===== src/rtl/tx_framer_if.sv =====
// Byte stream, DAC sample stream and frame control bundle for tx_framer.
// The framer is the slave side; the DMA/DAC environment is the master side.
interface tx_framer_if;
  logic               i_start;
  logic [7:0]         i_len;
  logic [7:0]         i_data;
  logic               i_data_vld;
  logic               o_data_rdy;
  logic               i_dac_stb;
  logic signed [15:0] o_todac_i;
  logic signed [15:0] o_todac_q;
  logic               o_todac_vld;
  logic               o_busy;
  logic               o_done;
  logic               o_err;

  modport slave (
    input  i_start, i_len, i_data, i_data_vld, i_dac_stb,
    output o_data_rdy, o_todac_i, o_todac_q, o_todac_vld, o_busy, o_done, o_err
  );

  modport master (
    output i_start, i_len, i_data, i_data_vld, i_dac_stb,
    input  o_data_rdy, o_todac_i, o_todac_q, o_todac_vld, o_busy, o_done, o_err
  );
endinterface


===== src/rtl/tx_framer.sv =====
// Frames a byte payload as preamble, QPSK length header, QPSK payload and guard,
// zero-stuffed to SPS samples per symbol and paced by the DAC strobe.
module tx_framer #(
  parameter int                 SPS        = 4,
  parameter logic [31:0]        PREAMBLE   = 32'hF3A5_0C96,
  parameter int                 PRE_SYMS   = 32,
  parameter int                 GUARD_SYMS = 8,
  parameter logic signed [15:0] AMP        = 16'sh2000
) (
  input logic        i_clk,
  input logic        i_rstn,
  tx_framer_if.slave bus
);

  localparam int SW = $clog2(SPS);

  typedef enum logic [2:0] {IDLE, PRE, HDR, PAY, GUARD} state_t;

  state_t             stateQ, stateD;
  logic [SW-1:0]      sampQ, sampD;
  logic [9:0]         symQ, symD;
  logic [7:0]         lenQ, lenD;
  logic [7:0]         shiftQ, shiftD;
  logic [7:0]         pfQ, pfD;
  logic [7:0]         fetchedQ, fetchedD;
  logic               pfVldQ, pfVldD;
  logic               zeroSlotQ, zeroSlotD;
  logic               errQ, errD;
  logic               doneQ, doneD;
  logic               vldQ, vldD;
  logic signed [15:0] outIQ, outID;
  logic signed [15:0] outQQ, outQD;

  logic               dataRdy;
  logic               accept;
  logic               startOk;
  logic               symEnd;
  logic               lastSym;
  logic               byteBoundary;
  logic [9:0]         lastIdx;
  logic [4:0]         preIdx;
  logic               preBit;
  logic [1:0]         pair;
  logic signed [15:0] symI;
  logic signed [15:0] symQv;

  assign dataRdy = ((stateQ == HDR) || (stateQ == PAY)) && !pfVldQ && (fetchedQ < lenQ);
  assign accept  = bus.i_data_vld && dataRdy;
  assign startOk = (stateQ == IDLE) && bus.i_start && (bus.i_len != 8'd0);
  assign symEnd  = bus.i_dac_stb && (sampQ == SW'(SPS - 1)) && (stateQ != IDLE);
  assign lastSym = (symQ == lastIdx);

  // The end of HDR is the boundary into the first payload byte, so an empty
  // prefetch there already counts as an underflow of byte 0.
  assign byteBoundary = symEnd &&
                        (((stateQ == HDR) && lastSym) ||
                         ((stateQ == PAY) && (symQ[1:0] == 2'd3) && !lastSym));

  always_comb begin
    lastIdx = '0;
    case (stateQ)
      PRE:     lastIdx = 10'(PRE_SYMS - 1);
      HDR:     lastIdx = 10'd3;
      PAY:     lastIdx = {lenQ, 2'b00} - 10'd1;
      GUARD:   lastIdx = 10'(GUARD_SYMS - 1);
      default: lastIdx = '0;
    endcase
  end

  always_comb begin
    symI   = '0;
    symQv  = '0;
    pair   = '0;
    preIdx = 5'd31 - symQ[4:0];
    preBit = PREAMBLE[preIdx];
    case (stateQ)
      PRE: begin
        symI  = preBit ? -AMP : AMP;
        symQv = symI;
      end
      HDR: begin
        case (symQ[1:0])
          2'd0:    pair = lenQ[7:6];
          2'd1:    pair = lenQ[5:4];
          2'd2:    pair = lenQ[3:2];
          default: pair = lenQ[1:0];
        endcase
        symI  = pair[1] ? -AMP : AMP;
        symQv = pair[0] ? -AMP : AMP;
      end
      PAY: begin
        if (!zeroSlotQ) begin
          pair  = shiftQ[7:6];
          symI  = pair[1] ? -AMP : AMP;
          symQv = pair[0] ? -AMP : AMP;
        end
      end
      default: ;
    endcase
  end

  always_comb begin
    stateD    = stateQ;
    sampD     = sampQ;
    symD      = symQ;
    lenD      = lenQ;
    shiftD    = shiftQ;
    pfD       = pfQ;
    pfVldD    = pfVldQ;
    fetchedD  = fetchedQ;
    zeroSlotD = zeroSlotQ;
    errD      = errQ;
    doneD     = 1'b0;
    vldD      = bus.i_dac_stb;
    outID     = '0;
    outQD     = '0;

    if (bus.i_dac_stb && (sampQ == '0)) begin
      outID = symI;
      outQD = symQv;
    end

    if (stateQ == IDLE) begin
      if (startOk) begin
        stateD    = PRE;
        lenD      = bus.i_len;
        errD      = 1'b0;
        sampD     = '0;
        symD      = '0;
        fetchedD  = '0;
        pfVldD    = 1'b0;
        zeroSlotD = 1'b0;
        shiftD    = '0;
      end
    end else begin
      if (bus.i_dac_stb) begin
        sampD = sampQ + SW'(1);
      end
      if (symEnd) begin
        if (lastSym) begin
          symD = '0;
          case (stateQ)
            PRE:     stateD = HDR;
            HDR:     stateD = PAY;
            PAY:     stateD = GUARD;
            GUARD: begin
              stateD = IDLE;
              doneD  = 1'b1;
            end
            default: stateD = IDLE;
          endcase
        end else begin
          symD = symQ + 10'd1;
        end
      end

      // A byte arriving exactly on an empty-prefetch boundary bypasses the
      // prefetch so it is neither lost nor reported as an underflow.
      if (byteBoundary) begin
        if (pfVldQ) begin
          shiftD    = pfQ;
          pfVldD    = 1'b0;
          zeroSlotD = 1'b0;
        end else if (accept) begin
          shiftD    = bus.i_data;
          zeroSlotD = 1'b0;
        end else begin
          shiftD    = '0;
          zeroSlotD = 1'b1;
          errD      = 1'b1;
        end
      end else begin
        if (symEnd && (stateQ == PAY)) begin
          shiftD = {shiftQ[5:0], 2'b00};
        end
        if (accept) begin
          pfD    = bus.i_data;
          pfVldD = 1'b1;
        end
      end

      if (accept) begin
        fetchedD = fetchedQ + 8'd1;
      end
    end
  end

  always_ff @(posedge i_clk or negedge i_rstn) begin
    if (!i_rstn) begin
      stateQ    <= IDLE;
      sampQ     <= '0;
      symQ      <= '0;
      lenQ      <= '0;
      shiftQ    <= '0;
      pfQ       <= '0;
      pfVldQ    <= 1'b0;
      fetchedQ  <= '0;
      zeroSlotQ <= 1'b0;
      errQ      <= 1'b0;
      doneQ     <= 1'b0;
      vldQ      <= 1'b0;
      outIQ     <= '0;
      outQQ     <= '0;
    end else begin
      stateQ    <= stateD;
      sampQ     <= sampD;
      symQ      <= symD;
      lenQ      <= lenD;
      shiftQ    <= shiftD;
      pfQ       <= pfD;
      pfVldQ    <= pfVldD;
      fetchedQ  <= fetchedD;
      zeroSlotQ <= zeroSlotD;
      errQ      <= errD;
      doneQ     <= doneD;
      vldQ      <= vldD;
      outIQ     <= outID;
      outQQ     <= outQD;
    end
  end

  assign bus.o_data_rdy  = dataRdy;
  assign bus.o_todac_i   = outIQ;
  assign bus.o_todac_q   = outQQ;
  assign bus.o_todac_vld = vldQ;
  assign bus.o_busy      = (stateQ != IDLE);
  assign bus.o_done      = doneQ;
  assign bus.o_err       = errQ;

endmodule


===== src/flat_wrapper.sv =====
// flat-port wrapper written by rule: the top's interface ports become plain ports
module tx_framer_flat 
#(
  parameter int                 SPS        = 4,
  parameter logic [31:0]        PREAMBLE   = 32'hF3A5_0C96,
  parameter int                 PRE_SYMS   = 32,
  parameter int                 GUARD_SYMS = 8,
  parameter logic signed [15:0] AMP        = 16'sh2000
)
  (i_clk, i_rstn, bus_i_start, bus_i_len, bus_i_data, bus_i_data_vld, bus_i_dac_stb, bus_o_data_rdy, bus_o_todac_i, bus_o_todac_q, bus_o_todac_vld, bus_o_busy, bus_o_done, bus_o_err);
  tx_framer_if bus_i ();
  input logic i_clk;
  input logic i_rstn;
  input wire logic [$bits(bus_i.i_start)-1:0] bus_i_start;
  input wire logic [$bits(bus_i.i_len)-1:0] bus_i_len;
  input wire logic [$bits(bus_i.i_data)-1:0] bus_i_data;
  input wire logic [$bits(bus_i.i_data_vld)-1:0] bus_i_data_vld;
  input wire logic [$bits(bus_i.i_dac_stb)-1:0] bus_i_dac_stb;
  output wire logic [$bits(bus_i.o_data_rdy)-1:0] bus_o_data_rdy;
  output wire logic [$bits(bus_i.o_todac_i)-1:0] bus_o_todac_i;
  output wire logic [$bits(bus_i.o_todac_q)-1:0] bus_o_todac_q;
  output wire logic [$bits(bus_i.o_todac_vld)-1:0] bus_o_todac_vld;
  output wire logic [$bits(bus_i.o_busy)-1:0] bus_o_busy;
  output wire logic [$bits(bus_i.o_done)-1:0] bus_o_done;
  output wire logic [$bits(bus_i.o_err)-1:0] bus_o_err;
  assign bus_i.i_start = bus_i_start;
  assign bus_i.i_len = bus_i_len;
  assign bus_i.i_data = bus_i_data;
  assign bus_i.i_data_vld = bus_i_data_vld;
  assign bus_i.i_dac_stb = bus_i_dac_stb;
  assign bus_o_data_rdy = bus_i.o_data_rdy;
  assign bus_o_todac_i = bus_i.o_todac_i;
  assign bus_o_todac_q = bus_i.o_todac_q;
  assign bus_o_todac_vld = bus_i.o_todac_vld;
  assign bus_o_busy = bus_i.o_busy;
  assign bus_o_done = bus_i.o_done;
  assign bus_o_err = bus_i.o_err;
  tx_framer #(.SPS(SPS), .PREAMBLE(PREAMBLE), .PRE_SYMS(PRE_SYMS), .GUARD_SYMS(GUARD_SYMS), .AMP(AMP)) u_core (.i_clk(i_clk), .i_rstn(i_rstn), .bus(bus_i));
endmodule

===== config.mk =====
export PLATFORM = sky130hd
export DESIGN_NAME = tx_framer_flat
export DESIGN_NICKNAME = d
export VERILOG_FILES = /design/src/rtl/tx_framer_if.sv /design/src/rtl/tx_framer.sv /design/src/flat_wrapper.sv
export SDC_FILE = /design/constraint.sdc
export NUM_CORES = 1
export LEC_CHECK = 0
export ABC_AREA = 0
export CORE_MARGIN = 1.5
export CORE_UTILIZATION = 45
export CTS_CLUSTER_SIZE = 25
export DETAILED_ROUTE_END_ITERATION = 16
export PLACE_DENSITY = 0.72
export SLEW_MARGIN = 20
export SYNTH_ARGS = -nofsm -noshare
export SYNTH_HDL_FRONTEND = slang
export SYNTH_SLANG_ARGS = --single-unit

===== constraint.sdc =====
create_clock -name i_clk -period 4.13 [get_ports i_clk]
set_input_delay 0.413 -clock i_clk [delete_from_list [all_inputs] [get_ports i_clk]]
set_output_delay 0.413 -clock i_clk [all_outputs]
set_load 0.05 [all_outputs]

==> Implementation_results.wiki, run 1 <==
{| class="wikitable"
! Metric !! Value
|-
| Net total in the final layout || between 400 and 500
|-
| CTS max path bufs || 2
|-
| Number of antenna violations at the first check in global routing || 0
|-
| Tot Pwr || around 2.4 mW
|-
| Later-pin clock latency in the skew report || 0.33 ns
|-
| Required time of the critical path || 4.35 ns
|-
| Detail-routed via count per cell || approximately 5.7
|-
| Yosys synthesis warning count || 0
|-
| Share of flip-flops with an asynchronous set or reset || 1.00
|-
| Routed wirelength normalized by instance count || 15.9 um
|-
| Proportion of layout cells with a drive suffix above 1 || 0.111
|-
| Fillers || 730
|-
| Worst clock skew on the final layout || around 0.015 ns
|-
| All-layer global routing usage || 0.196
|-
| CTS clk-pin slew, worst paths || between 0.1 and 0.15 ns
|-
| Antenna-violating nets left || 0
|-
| Synth Register Bits || 55
|-
| Type of the worst setup path || flop to flop
|-
| Fraction of the yosys area taken by sequential cells || 0.380
|-
| Num rows || 32
|-
| Crit path max fanout || 9
|-
| Normalized max-slew margin || 0.370
|-
| Clock tree from TritonCTS || done
|-
| Synth-to-Final Area Change || 9.82%
|-
| Worst setup slack after layout || approximately 0.56 ns
|-
| Maximum number of pins on one net before global-route repair || 34
|-
| Top area cells in the synthesized netlist || sky130_fd_sc_hd__dfrtp_1, sky130_fd_sc_hd__buf_4, sky130_fd_sc_hd__ha_1
|-
| HPWL reported at the end of detailed placement || about 6000 um
|-
| Clock Sinks || between 50 and 60
|-
| Die Y || 92.7 um
|-
| Max Clock Freq || about 280 MHz
|-
| Hold crit path type || primary input to asynchronous set/reset pin
|-
| Post-CTS setup repair buffer count || 0
|-
| Setup TNS after final layout || 0 ns
|-
| EDFF count, synth || 0
|-
| Most common cell after layout, fill and taps aside || sky130_fd_sc_hd__dfrtp_1
|-
| Initial Util || 0.466
|-
| Maximum level of the CTS H-tree || 2
|-
| Share of the synthesized area in the top cell type || 0.380
|-
| Number of setup violations in the final report || 0
|-
| Count of max-cap constraint violations || 0
|-
| Commonest cells after routing, fill and taps aside || sky130_fd_sc_hd__dfrtp_1, sky130_fd_sc_hd__nand2_1, sky130_fd_sc_hd__clkdlybuf4s50_1, sky130_fd_sc_hd__conb_1, sky130_fd_sc_hd__o21ai_0
|-
| Critical Path Start Type || flop
|-
| First-pass GRT wire length || around 13000 um
|-
| Post-synth top flop || sky130_fd_sc_hd__dfrtp_1
|-
| Number of unique standard cell types used by synthesis || 63
|-
| Slew at the pin with the worst max-slew slack || approximately 0.94 ns
|-
| Remaining DRCs || 0
|-
| Iteration-0 DRC Markers || about 250
|-
| Mean area per synthesized cell || 9.44 sq um
|-
| Final weighted congestion in routability-driven placement || 0.875
|-
| Run status || completed
|-
| Cell type with the highest aggregate area in the netlist || sky130_fd_sc_hd__dfrtp_1
|-
| Power Density || 602 mW/mm^2
|-
| Worst slack, placed || roughly 0.66 ns
|-
| Area inside the core boundary || between 0.007 and 0.008 sq mm
|-
| Aggregate routed wire length || ~8000 um
|-
| Fin. Hold Viols || 0
|-
| Post-synthesis instance area || 0.00362 sq mm
|-
| Routed vias || approximately 2900
|-
| I/O pins || 58
|-
| Data arrival, critical path || between 3 and 4 ns
|-
| Peak VDD IR || between 200 and 300 uV
|-
| CTS-repair resized insts || 0
|-
| Post-layout minimum cycle time || 3.57 ns
|-
| Die area || ~0.0086 sq mm
|-
| Period Utilization, post-route || 0.865
|-
| Capturing element type of the critical path || flop
|-
| Number of instances in the synthesized netlist || 383
|-
| Root Buffer || sky130_fd_sc_hd__clkbuf_8
|-
| Max-slew violation count || 0
|-
| Antenna cells || 0
|-
| Grt total ovfl || 0
|-
| Unrepaired setup endpoints after global routing || false
|-
| Via count of the first global-routing pass || 2790
|-
| Die width || 92.7 um
|-
| Count of hold-fix buffers inserted at cts || 0
|-
| Count of buffers from port buffering || 31
|-
| Num CTS Buffers || 5
|-
| Number of detailed-route iterations in the first pass || 5
|-
| Lkg Pwr || 1.71 nW
|-
| Final cell utilization of the core || 0.511
|}
Yosys cell counts (4+ instances only):
library cell,n
sky130_fd_sc_hd__dfrtp_1,55
sky130_fd_sc_hd__a22o_1,4
sky130_fd_sc_hd__inv_1,17
sky130_fd_sc_hd__nor2_1,23
sky130_fd_sc_hd__a22oi_1,10
sky130_fd_sc_hd__o21ai_0,24
sky130_fd_sc_hd__ha_1,15
sky130_fd_sc_hd__a211oi_1,5
sky130_fd_sc_hd__xnor2_1,4
sky130_fd_sc_hd__clkbuf_1,12
sky130_fd_sc_hd__a21oi_1,17
sky130_fd_sc_hd__a31oi_1,7
sky130_fd_sc_hd__xor2_1,8
sky130_fd_sc_hd__nor3_1,4
sky130_fd_sc_hd__nand4_1,5
sky130_fd_sc_hd__mux2_4,8
sky130_fd_sc_hd__nand3_1,8
sky130_fd_sc_hd__o211ai_1,14
sky130_fd_sc_hd__and3_1,9
sky130_fd_sc_hd__mux2i_1,4
sky130_fd_sc_hd__buf_4,29
sky130_fd_sc_hd__nand2b_1,8
sky130_fd_sc_hd__nand2_1,36
sky130_fd_sc_hd__or3_2,6
power breakdown:
group | switching (mW) | internal (mW) | leakage [nW] | total (mW)
Clock | 0.196 | 0.125 | 0.0463 | 0.321
Combinational | 0.650 | 0.486 | 0.959 | 1.14
Sequential | 0.226 | 0.706 | 0.708 | 0.932
Total | 1.07 | 1.32 | 1.71 | 2.39
final timing paths:
kind	start	end	slack (ns)	cells after the start
min in group i_clk	u_core.bus.o_err	u_core.bus.o_err	0.50	2
max in group asynchronous	i_rstn	u_core.lenQ[7]	3.28	2
max reg2reg	u_core.lenQ[0]	u_core.pfQ[2]	0.56	9
max	u_core.lenQ[0]	u_core.pfQ[2]	0.56	9
min reg2reg	u_core.bus.o_err	u_core.bus.o_err	0.50	2
min	i_rstn	u_core.bus.o_err	0.05	1
metal layers:
| layer | GRT usage | vias up | wire, um | share of wire |
|---|---|---|---|---|
| met4 | 0.0518 | 0 | 102 | 0.013 |
| met5 | 0 | - | 0 | 0 |
| met1 | 0.273 | 1391 | 3650 | 0.45 |
| met3 | 0.0312 | 12 | 434 | 0.054 |
| met2 | 0.316 | 93 | 3840 | 0.48 |
| li1 | - | 1379 | - | - |
stage by stage:
step,instances,instance area [sq um],hold WS [ns]
after global placement,498,3870,0.412
after CTS,506,3970,0.0742
final,506,3970,0.0491
after global routing,506,3970,0.0846
after detailed placement,498,3870,0.433
after floorplan,408,3710,0.117
registers in the layout, summed over array words and instances, names as in the netlist:
register                flops
u_core.shiftQ               8
u_core.stateQ               3
u_core.pfVldQ               1
u_core.sampQ                2
u_core.pfQ                  8
u_core.lenQ                 8
u_core.bus.o_todac_q        1
u_core.bus.o_err            1
u_core.fetchedQ             8
u_core.bus.o_done           1
u_core.symQ                10
u_core.bus.o_todac_vld      1
u_core.bus.o_todac_i        2
u_core.zeroSlotQ            1
critical path, stage by stage (launching register included):
cell and delay, ns:
sky130_fd_sc_hd__dfrtp_1 0.50, sky130_fd_sc_hd__inv_1 0.11, sky130_fd_sc_hd__ha_1 0.18, sky130_fd_sc_hd__nor3b_2 0.33, sky130_fd_sc_hd__xnor2_1 0.20, sky130_fd_sc_hd__a21oi_1 0.11, sky130_fd_sc_hd__o32ai_1 0.76, sky130_fd_sc_hd__a31oi_4 0.31
sky130_fd_sc_hd__nor3b_4 0.62, sky130_fd_sc_hd__mux2_4 0.35
cell families after synthesis:
| logic type | synth area share |
|---|---|
| DFF | 0.380 |
| and+or+nand+nor | 0.189 |
| AOI/OAI and AO/OA | 0.189 |
| other | 0.00104 |
| muxes | 0.0536 |
| xor gates and xnor gates | 0.0353 |
| adders and majority gates | 0.0519 |
| buffers and inverters | 0.0993 |
cell type report:
class	instances	area, sq um	area share
clock buffer	5	68.8	0.0173
clock inverter	3	27.5	0.00693
inverter	17	63.8	0.0161
multi-input combinational	291	1990	0.500
sequential	55	1380	0.346
tap	102	128	0.0321
timing repair buffer	33	320	0.0806
No activity file was read; power rests on OpenSTA's default activity.
==> run 2: changes to the inputs <==
--- a/config.mk
+++ b/config.mk
@@ -6,10 +6,11 @@
 export NUM_CORES = 1
 export LEC_CHECK = 0
 export ABC_AREA = 0
-export CORE_MARGIN = 1.5
+export CORE_MARGIN = 10
 export CORE_UTILIZATION = 45
 export CTS_CLUSTER_SIZE = 25
 export DETAILED_ROUTE_END_ITERATION = 16
+export MAX_ROUTING_LAYER = met4
 export PLACE_DENSITY = 0.72
 export SLEW_MARGIN = 20
 export SYNTH_ARGS = -nofsm -noshare
==> run 2 against run 1 <==
Effect of this change:
- core utilization increased by 0.24 points
- first-iteration DRC count decreased by 16%
- critical path depth decreased by 1
- total power increased by 1.9%
- clock skew decreased by 0.0037 ns
- count of clock-buffer cells in the layout unchanged
==> Implementation_results.wiki, run 2 (synthesis results as in run 1) <==
{| class="wikitable"
! Metric !! Value
|-
| Num rows || 32
|-
| Inst Count DP || between 400 and 500
|-
| Count of buffers from port buffering || 31
|-
| CTS max path bufs || 2
|-
| Initial Util || 0.466
|-
| Tot Pwr || approximately 2.4 mW
|-
| Data arrival, critical path || roughly 3.8 ns
|-
| Die area || approximately 0.012 sq mm
|-
| Number of flip-flops in the largest register || 10
|-
| Commonest cells after routing, fill and taps aside || sky130_fd_sc_hd__dfrtp_1, sky130_fd_sc_hd__nand2_1, sky130_fd_sc_hd__clkdlybuf4s50_1, sky130_fd_sc_hd__conb_1, sky130_fd_sc_hd__o21ai_0
|-
| Aggregate routed wire length || ~8400 um
|-
| Type of the worst setup path || flop to flop
|-
| Via count of the first global-routing pass || about 2800
|-
| Period Utilization, post-route || 0.865
|-
| Root Buffer || sky130_fd_sc_hd__clkbuf_8
|-
| Lkg Pwr || between 1.5 and 2 nW
|-
| Antenna-violating nets left || 0
|-
| Count of max-cap constraint violations || 0
|-
| Proportion of layout cells with a drive suffix above 1 || 0.111
|-
| Final non-filler cell total || approximately 510
|-
| Peak VDD IR || ~240 uV
|-
| Max-slew violation count || 0
|-
| Critical path's slowest cell || sky130_fd_sc_hd__nor4_2
|-
| Unrepaired setup endpoints after global routing || false
|-
| Count of hold-fix buffers inserted at cts || 0
|-
| Hold_ws || approximately 0.22 ns
|-
| Grt total ovfl || 0
|-
| Setup TNS after final layout || 0 ns
|-
| Remaining DRCs || 0
|-
| CTS-repair resized insts || 0
|-
| Worst clock skew on the final layout || around 0.011 ns
|-
| Worst slack, placed || around 0.63 ns
|-
| Antenna cells || 0
|-
| Number of antenna violations at the first check in global routing || 0
|-
| Hold crit path type || primary input to asynchronous set/reset pin
|-
| Crit path max fanout || 15
|-
| Maximum level of the CTS H-tree || 2
|-
| Post-CTS setup repair buffer count || 0
|-
| Metal2 WL || 4110 um
|-
| Routed vias || 2832
|-
| Highest routed layer || met4
|-
| Synth-to-Final Area Change || 10.3%
|-
| Critical path's largest stage delay || about 0.63 ns
|-
| Maximum number of pins on one net before global-route repair || 56
|-
| Num CTS Buffers || 5
|-
| Most common cell after layout, fill and taps aside || sky130_fd_sc_hd__dfrtp_1
|-
| First-pass GRT wire length || 13900 um
|-
| I/O pins || between 50 and 60
|-
| Metal-1 WL || ~3700 um
|-
| CTS clk-pin slew, worst paths || about 0.11 ns
|-
| Post-Place Cell Area || roughly 0.0039 sq mm
|-
| Later-pin clock latency in the skew report || around 0.32 ns
|-
| Clock tree from TritonCTS || done
|-
| Detail-routed via count per cell || roughly 5.6
|-
| Final cell utilization of the core || 0.514
|-
| Clock Sinks || 55
|-
| Number of setup violations in the final report || 0
|-
| Number of detailed-route iterations in the first pass || 4
|-
| Most flop-heavy register || u_core.symQ
|-
| Net total in the final layout || 439
|-
| Die Y || around 110 um
|-
| Area inside the core boundary || between 0.007 and 0.008 sq mm
|-
| All-layer global routing usage || 0.147
|-
| Worst setup slack after layout || roughly 0.56 ns
|-
| Post-layout minimum cycle time || 3.57 ns
|-
| Normalized max-slew margin || 0.365
|-
| Run status || completed
|-
| Final weighted congestion in routability-driven placement || between 0.8 and 0.9
|-
| Iteration-0 DRC Markers || between 200 and 250
|-
| Power Density || ~610 mW/mm^2
|-
| Slew at the pin with the worst max-slew slack || about 0.95 ns
|-
| Critical Path Start Type || flop
|-
| Final design area excluding fillers || about 0.004 sq mm
|-
| Required time of the critical path || ~4.4 ns
|-
| HPWL reported at the end of detailed placement || 6200 um
|-
| Capturing element type of the critical path || flop
|-
| Cell breakdown of the critical path || nor3_1, inv_1, a211oi_1, o221ai_1, nor4_2, a31oi_4, nor3b_4, mux2_4
|-
| Routed wirelength normalized by instance count || 16.5 um
|-
| Die width || 110 um
|-
| Fin. Hold Viols || 0
|-
| Met3 WL || 502 um
|-
| R2R setup slack || around 0.56 ns
|-
| Max Clock Freq || roughly 280 MHz
|}
==> run 2: worst max-delay path: cells and delay by family (launching register included) <==
family | cells | cell delay, ns
simple gates | 3 | 1.64
compound gates | 3 | 0.71
flops | 1 | 0.54
mux | 1 | 0.35
buf+inv | 1 | 0.22
==> run 2: layer usage <==
metal / up-vias / global-route usage
li1: 1380 / -
met1: 1365 / 0.191
met2: 79 / 0.230
met3: 8 / 0.0281
met4: 0 / 0.0362
met5: - / -
==> run 2: power breakdown <==
part	switching [mW]	internal, mW	leakage (nW)	total (mW)
clock network	0.192	0.183	0.0548	0.375
logic	0.641	0.485	0.959	1.13
registers	0.227	0.706	0.708	0.934
==> run 2: layout make-up <==
| cell class | count | area (sq um) |
|---|---|---|
| clock buffers | 5 | 68.8 |
| fillers | 756 | 3780 |
| multi-input cells | 291 | 1990 |
| clock inverters | 3 | 46.3 |
| well taps | 102 | 128 |
| repair buffers | 33 | 320 |
| inverters | 17 | 63.8 |
| flip-flops and latches | 55 | 1380 |
==> run 2: worst paths after layout <==
check                                       from                 end  cells past startpoint
worst max-delay path            u_core.stateQ[1]       u_core.pfQ[2]                      8
worst min-delay path                      i_rstn    u_core.bus.o_err                      2
worst max register to register  u_core.stateQ[1]       u_core.pfQ[2]                      8
worst min register to register  u_core.bus.o_err    u_core.bus.o_err                      2
max in group asynchronous                 i_rstn  u_core.fetchedQ[7]                      2
min in group i_clk              u_core.bus.o_err    u_core.bus.o_err                      2
==> run 3: changes to the inputs <==
--- a/config.mk
+++ b/config.mk
@@ -10,6 +10,7 @@
 export CORE_UTILIZATION = 45
 export CTS_CLUSTER_SIZE = 25
 export DETAILED_ROUTE_END_ITERATION = 16
+export GPL_TIMING_DRIVEN = 0
 export MAX_ROUTING_LAYER = met4
 export PLACE_DENSITY = 0.72
 export SLEW_MARGIN = 20
==> constraint.sdc (replaced) <==
create_clock -name i_clk -period 4.1 [get_ports i_clk]
set_input_delay 0.41 -clock i_clk [delete_from_list [all_inputs] [get_ports i_clk]]
set_output_delay 0.41 -clock i_clk [all_outputs]
set_load 0.05 [all_outputs]
==> run 3 against run 2 <==
Effect of this change:
- die area did not move
- routed wire length rose by 2.8%
- highest routed layer unchanged
- clock skew down 0.0011 ns
- worst hold slack got worse by 0.091 ns
- global-route usage grew 0.75 points
- critical path type unchanged
- clock power decreased by 13%
- non-clock buffer count rose by 43
==> Implementation_results.wiki, run 3 (synthesis results as in run 1) <==
{| class="wikitable"
! Metric !! Value
|-
| Run status || completed
|-
| HPWL reported at the end of detailed placement || roughly 6400 um
|-
| Remaining DRCs || 0
|-
| Max-slew violation count || 0
|-
| Power Density || between 500 and 600 mW/mm^2
|-
| Count of max-cap constraint violations || 0
|-
| Commonest cells after routing, fill and taps aside || sky130_fd_sc_hd__dfrtp_1, sky130_fd_sc_hd__nand2_1, sky130_fd_sc_hd__buf_4, sky130_fd_sc_hd__clkdlybuf4s50_1, sky130_fd_sc_hd__conb_1
|-
| Critical path's slowest cell || sky130_fd_sc_hd__o32ai_1
|-
| CTS clk-pin slew, worst paths || about 0.10 ns
|-
| Via count of the first global-routing pass || roughly 3000
|-
| Later-pin clock latency in the skew report || around 0.32 ns
|-
| Num CTS Buffers || 5
|-
| Most flop-heavy register || u_core.symQ
|-
| Number of detailed-route iterations in the first pass || 6
|-
| Critical Path Start Type || flop
|-
| Bufs and invs on worst path || 2
|-
| Required time of the critical path || 4.31 ns
|-
| Crit path max fanout || 9
|-
| Slew at the pin with the worst max-slew slack || 0.959 ns
|-
| Setup TNS after final layout || 0 ns
|-
| Final cell utilization of the core || 0.546
|-
| Die width || about 110 um
|-
| Root Buffer || sky130_fd_sc_hd__clkbuf_8
|-
| Number of flip-flops in the largest register || 10
|-
| Clock Power Share || 0.133
|-
| R2r worst-path depth || 10
|-
| Maximum number of pins on one net before global-route repair || 56
|-
| Capturing element type of the critical path || flop
|-
| Antenna-violating nets left || 0
|-
| Die Y || 110 um
|-
| Final weighted congestion in routability-driven placement || 0.869
|-
| Die area || approximately 0.012 sq mm
|-
| All-layer global routing usage || 0.154
|-
| Sequential share of power || 0.359
|-
| Max Clock Freq || about 280 MHz
|-
| Iteration-0 DRC Markers || between 150 and 200
|-
| Unrepaired setup endpoints after global routing || false
|-
| Proportion of layout cells with a drive suffix above 1 || 0.163
|-
| Most common cell after layout, fill and taps aside || sky130_fd_sc_hd__dfrtp_1
|-
| CP delay by family, top || compound AO/OA/AOI/OAI gates
|-
| Post-CTS setup repair buffer count || 0
|-
| Routed wirelength normalized by instance count || roughly 16 um
|-
| Worst clock skew on the final layout || 0.00996 ns
|-
| Count of hold-fix buffers inserted at cts || 0
|-
| CTS-repair resized insts || 0
|-
| Type of the worst setup path || flop to flop
|-
| Antenna cells || 0
|-
| Sw power || around 1.1 mW
|-
| Critical path's largest stage delay || just under 0.8 ns
|-
| I/O pins || a little under 60
|-
| Clock Sinks || 55
|-
| Fin. Hold Viols || 0
|-
| Maximum level of the CTS H-tree || 2
|-
| Tot Pwr || about 2.4 mW
|-
| Count of buffers from port buffering || 31
|-
| Peak VDD IR || 274 uV
|-
| Clock tree from TritonCTS || done
|-
| Area inside the core boundary || about 0.0078 sq mm
|-
| Routed vias || just under 3000
|-
| Period Utilization, post-route || 0.882
|-
| Synth-to-Final Area Change || 17.3%
|-
| Net total in the final layout || between 400 and 500
|-
| Logic depth of the worst setup path including buffers || 10
|-
| Lkg Pwr || approximately 1.9 nW
|-
| Hold crit path type || primary input to asynchronous set/reset pin
|-
| Share of total power consumed by net switching || 0.432
|-
| Internal power || 1.39 mW
|-
| Number of setup violations in the final report || 0
|-
| Num rows || 32
|-
| Post-layout minimum cycle time || 3.62 ns
|-
| CTS max path bufs || 2
|-
| Aggregate routed wire length || 8590 um
|-
| First-pass GRT wire length || 14800 um
|-
| Part of the total power dissipated in combinational logic || 0.508
|-
| Initial Util || 0.466
|-
| Normalized max-slew margin || 0.359
|-
| Detail-routed via count per cell || 5.42
|-
| Cell breakdown of the critical path || buf_6, inv_1, ha_1, nor3b_2, xnor2_1, a21oi_1, o32ai_1, a31oi_4, nor3b_4, mux2_4
|-
| Grt total ovfl || 0
|-
| Data arrival, critical path || roughly 3.8 ns
|-
| Number of antenna violations at the first check in global routing || 0
|}
## run 3: cell count changes in the layout (fill, tap and decap cells not counted)
| cell | change |
|---|---|
| sky130_fd_sc_hd__buf_2 | +1 |
| sky130_fd_sc_hd__clkbuf_8 | +1 |
| sky130_fd_sc_hd__inv_6 | -1 |
| sky130_fd_sc_hd__clkinv_4 | +1 |
| sky130_fd_sc_hd__clkinvlp_4 | -1 |
| sky130_fd_sc_hd__clkbuf_1 | +13 |
| sky130_fd_sc_hd__a2111oi_0 | +1 |
| sky130_fd_sc_hd__bufinv_16 | -1 |
| sky130_fd_sc_hd__a2111oi_2 | -1 |
| sky130_fd_sc_hd__a31oi_2 | -1 |
| sky130_fd_sc_hd__buf_4 | +28 |
| sky130_fd_sc_hd__buf_6 | +2 |
| sky130_fd_sc_hd__a31oi_1 | +1 |
## run 3: power groups by stage
stage | Clock, mW | Sequential (mW) | Combinational [mW]
3_3_place_gp | 0 | 0.878 | 1.20
4_1_cts | 0.336 | 0.877 | 1.24
3_5_place_dp | 0 | 0.886 | 1.23
6_report | 0.325 | 0.878 | 1.24
2_1_floorplan | 0 | 0.868 | 0.942
5_1_grt | 0.357 | 0.908 | 1.38
## run 3: final cells by class
cell class	instances	area (sq um)
Clock buffer	7	86.3
Tap cell	102	128
Fill cell	736	3530
Buffer	45	295
Timing Repair Buffer	31	308
Sequential cell	55	1380
Inverter	17	63.8
Multi-Input combinational cell	291	1980
Clock inverter	1	8.76
## run 3: through the flow
stage          area (sq um)  hold slack (ns)  cells  setup slack (ns)
2_1_floorplan          3710            0.114    408              1.04
3_5_place_dp           4150            0.488    541             0.463
3_3_place_gp           4150            0.483    541             0.527
5_1_grt                4240            0.176    549             0.208
6_report               4240            0.127    549             0.484
4_1_cts                4240            0.169    549             0.442
## run 3: final timing paths
check                      slack [ns]              from                to
min reg2reg                      0.51  u_core.bus.o_err  u_core.bus.o_err
min                              0.13            i_rstn    u_core.symQ[5]
max                              0.48    u_core.lenQ[0]     u_core.pfQ[7]
max in group asynchronous        3.49            i_rstn     u_core.pfQ[7]
min in group i_clk               0.51  u_core.bus.o_err  u_core.bus.o_err
max reg2reg                      0.48    u_core.lenQ[0]     u_core.pfQ[7]
## run 3: layer usage
layer  GRT usage  up-vias  share of wire
met5           -        -              0
met4      0.0390        0         0.0091
met3      0.0252        9          0.061
met2       0.252       83           0.48
met1       0.195     1417           0.45
li1            -     1464              -
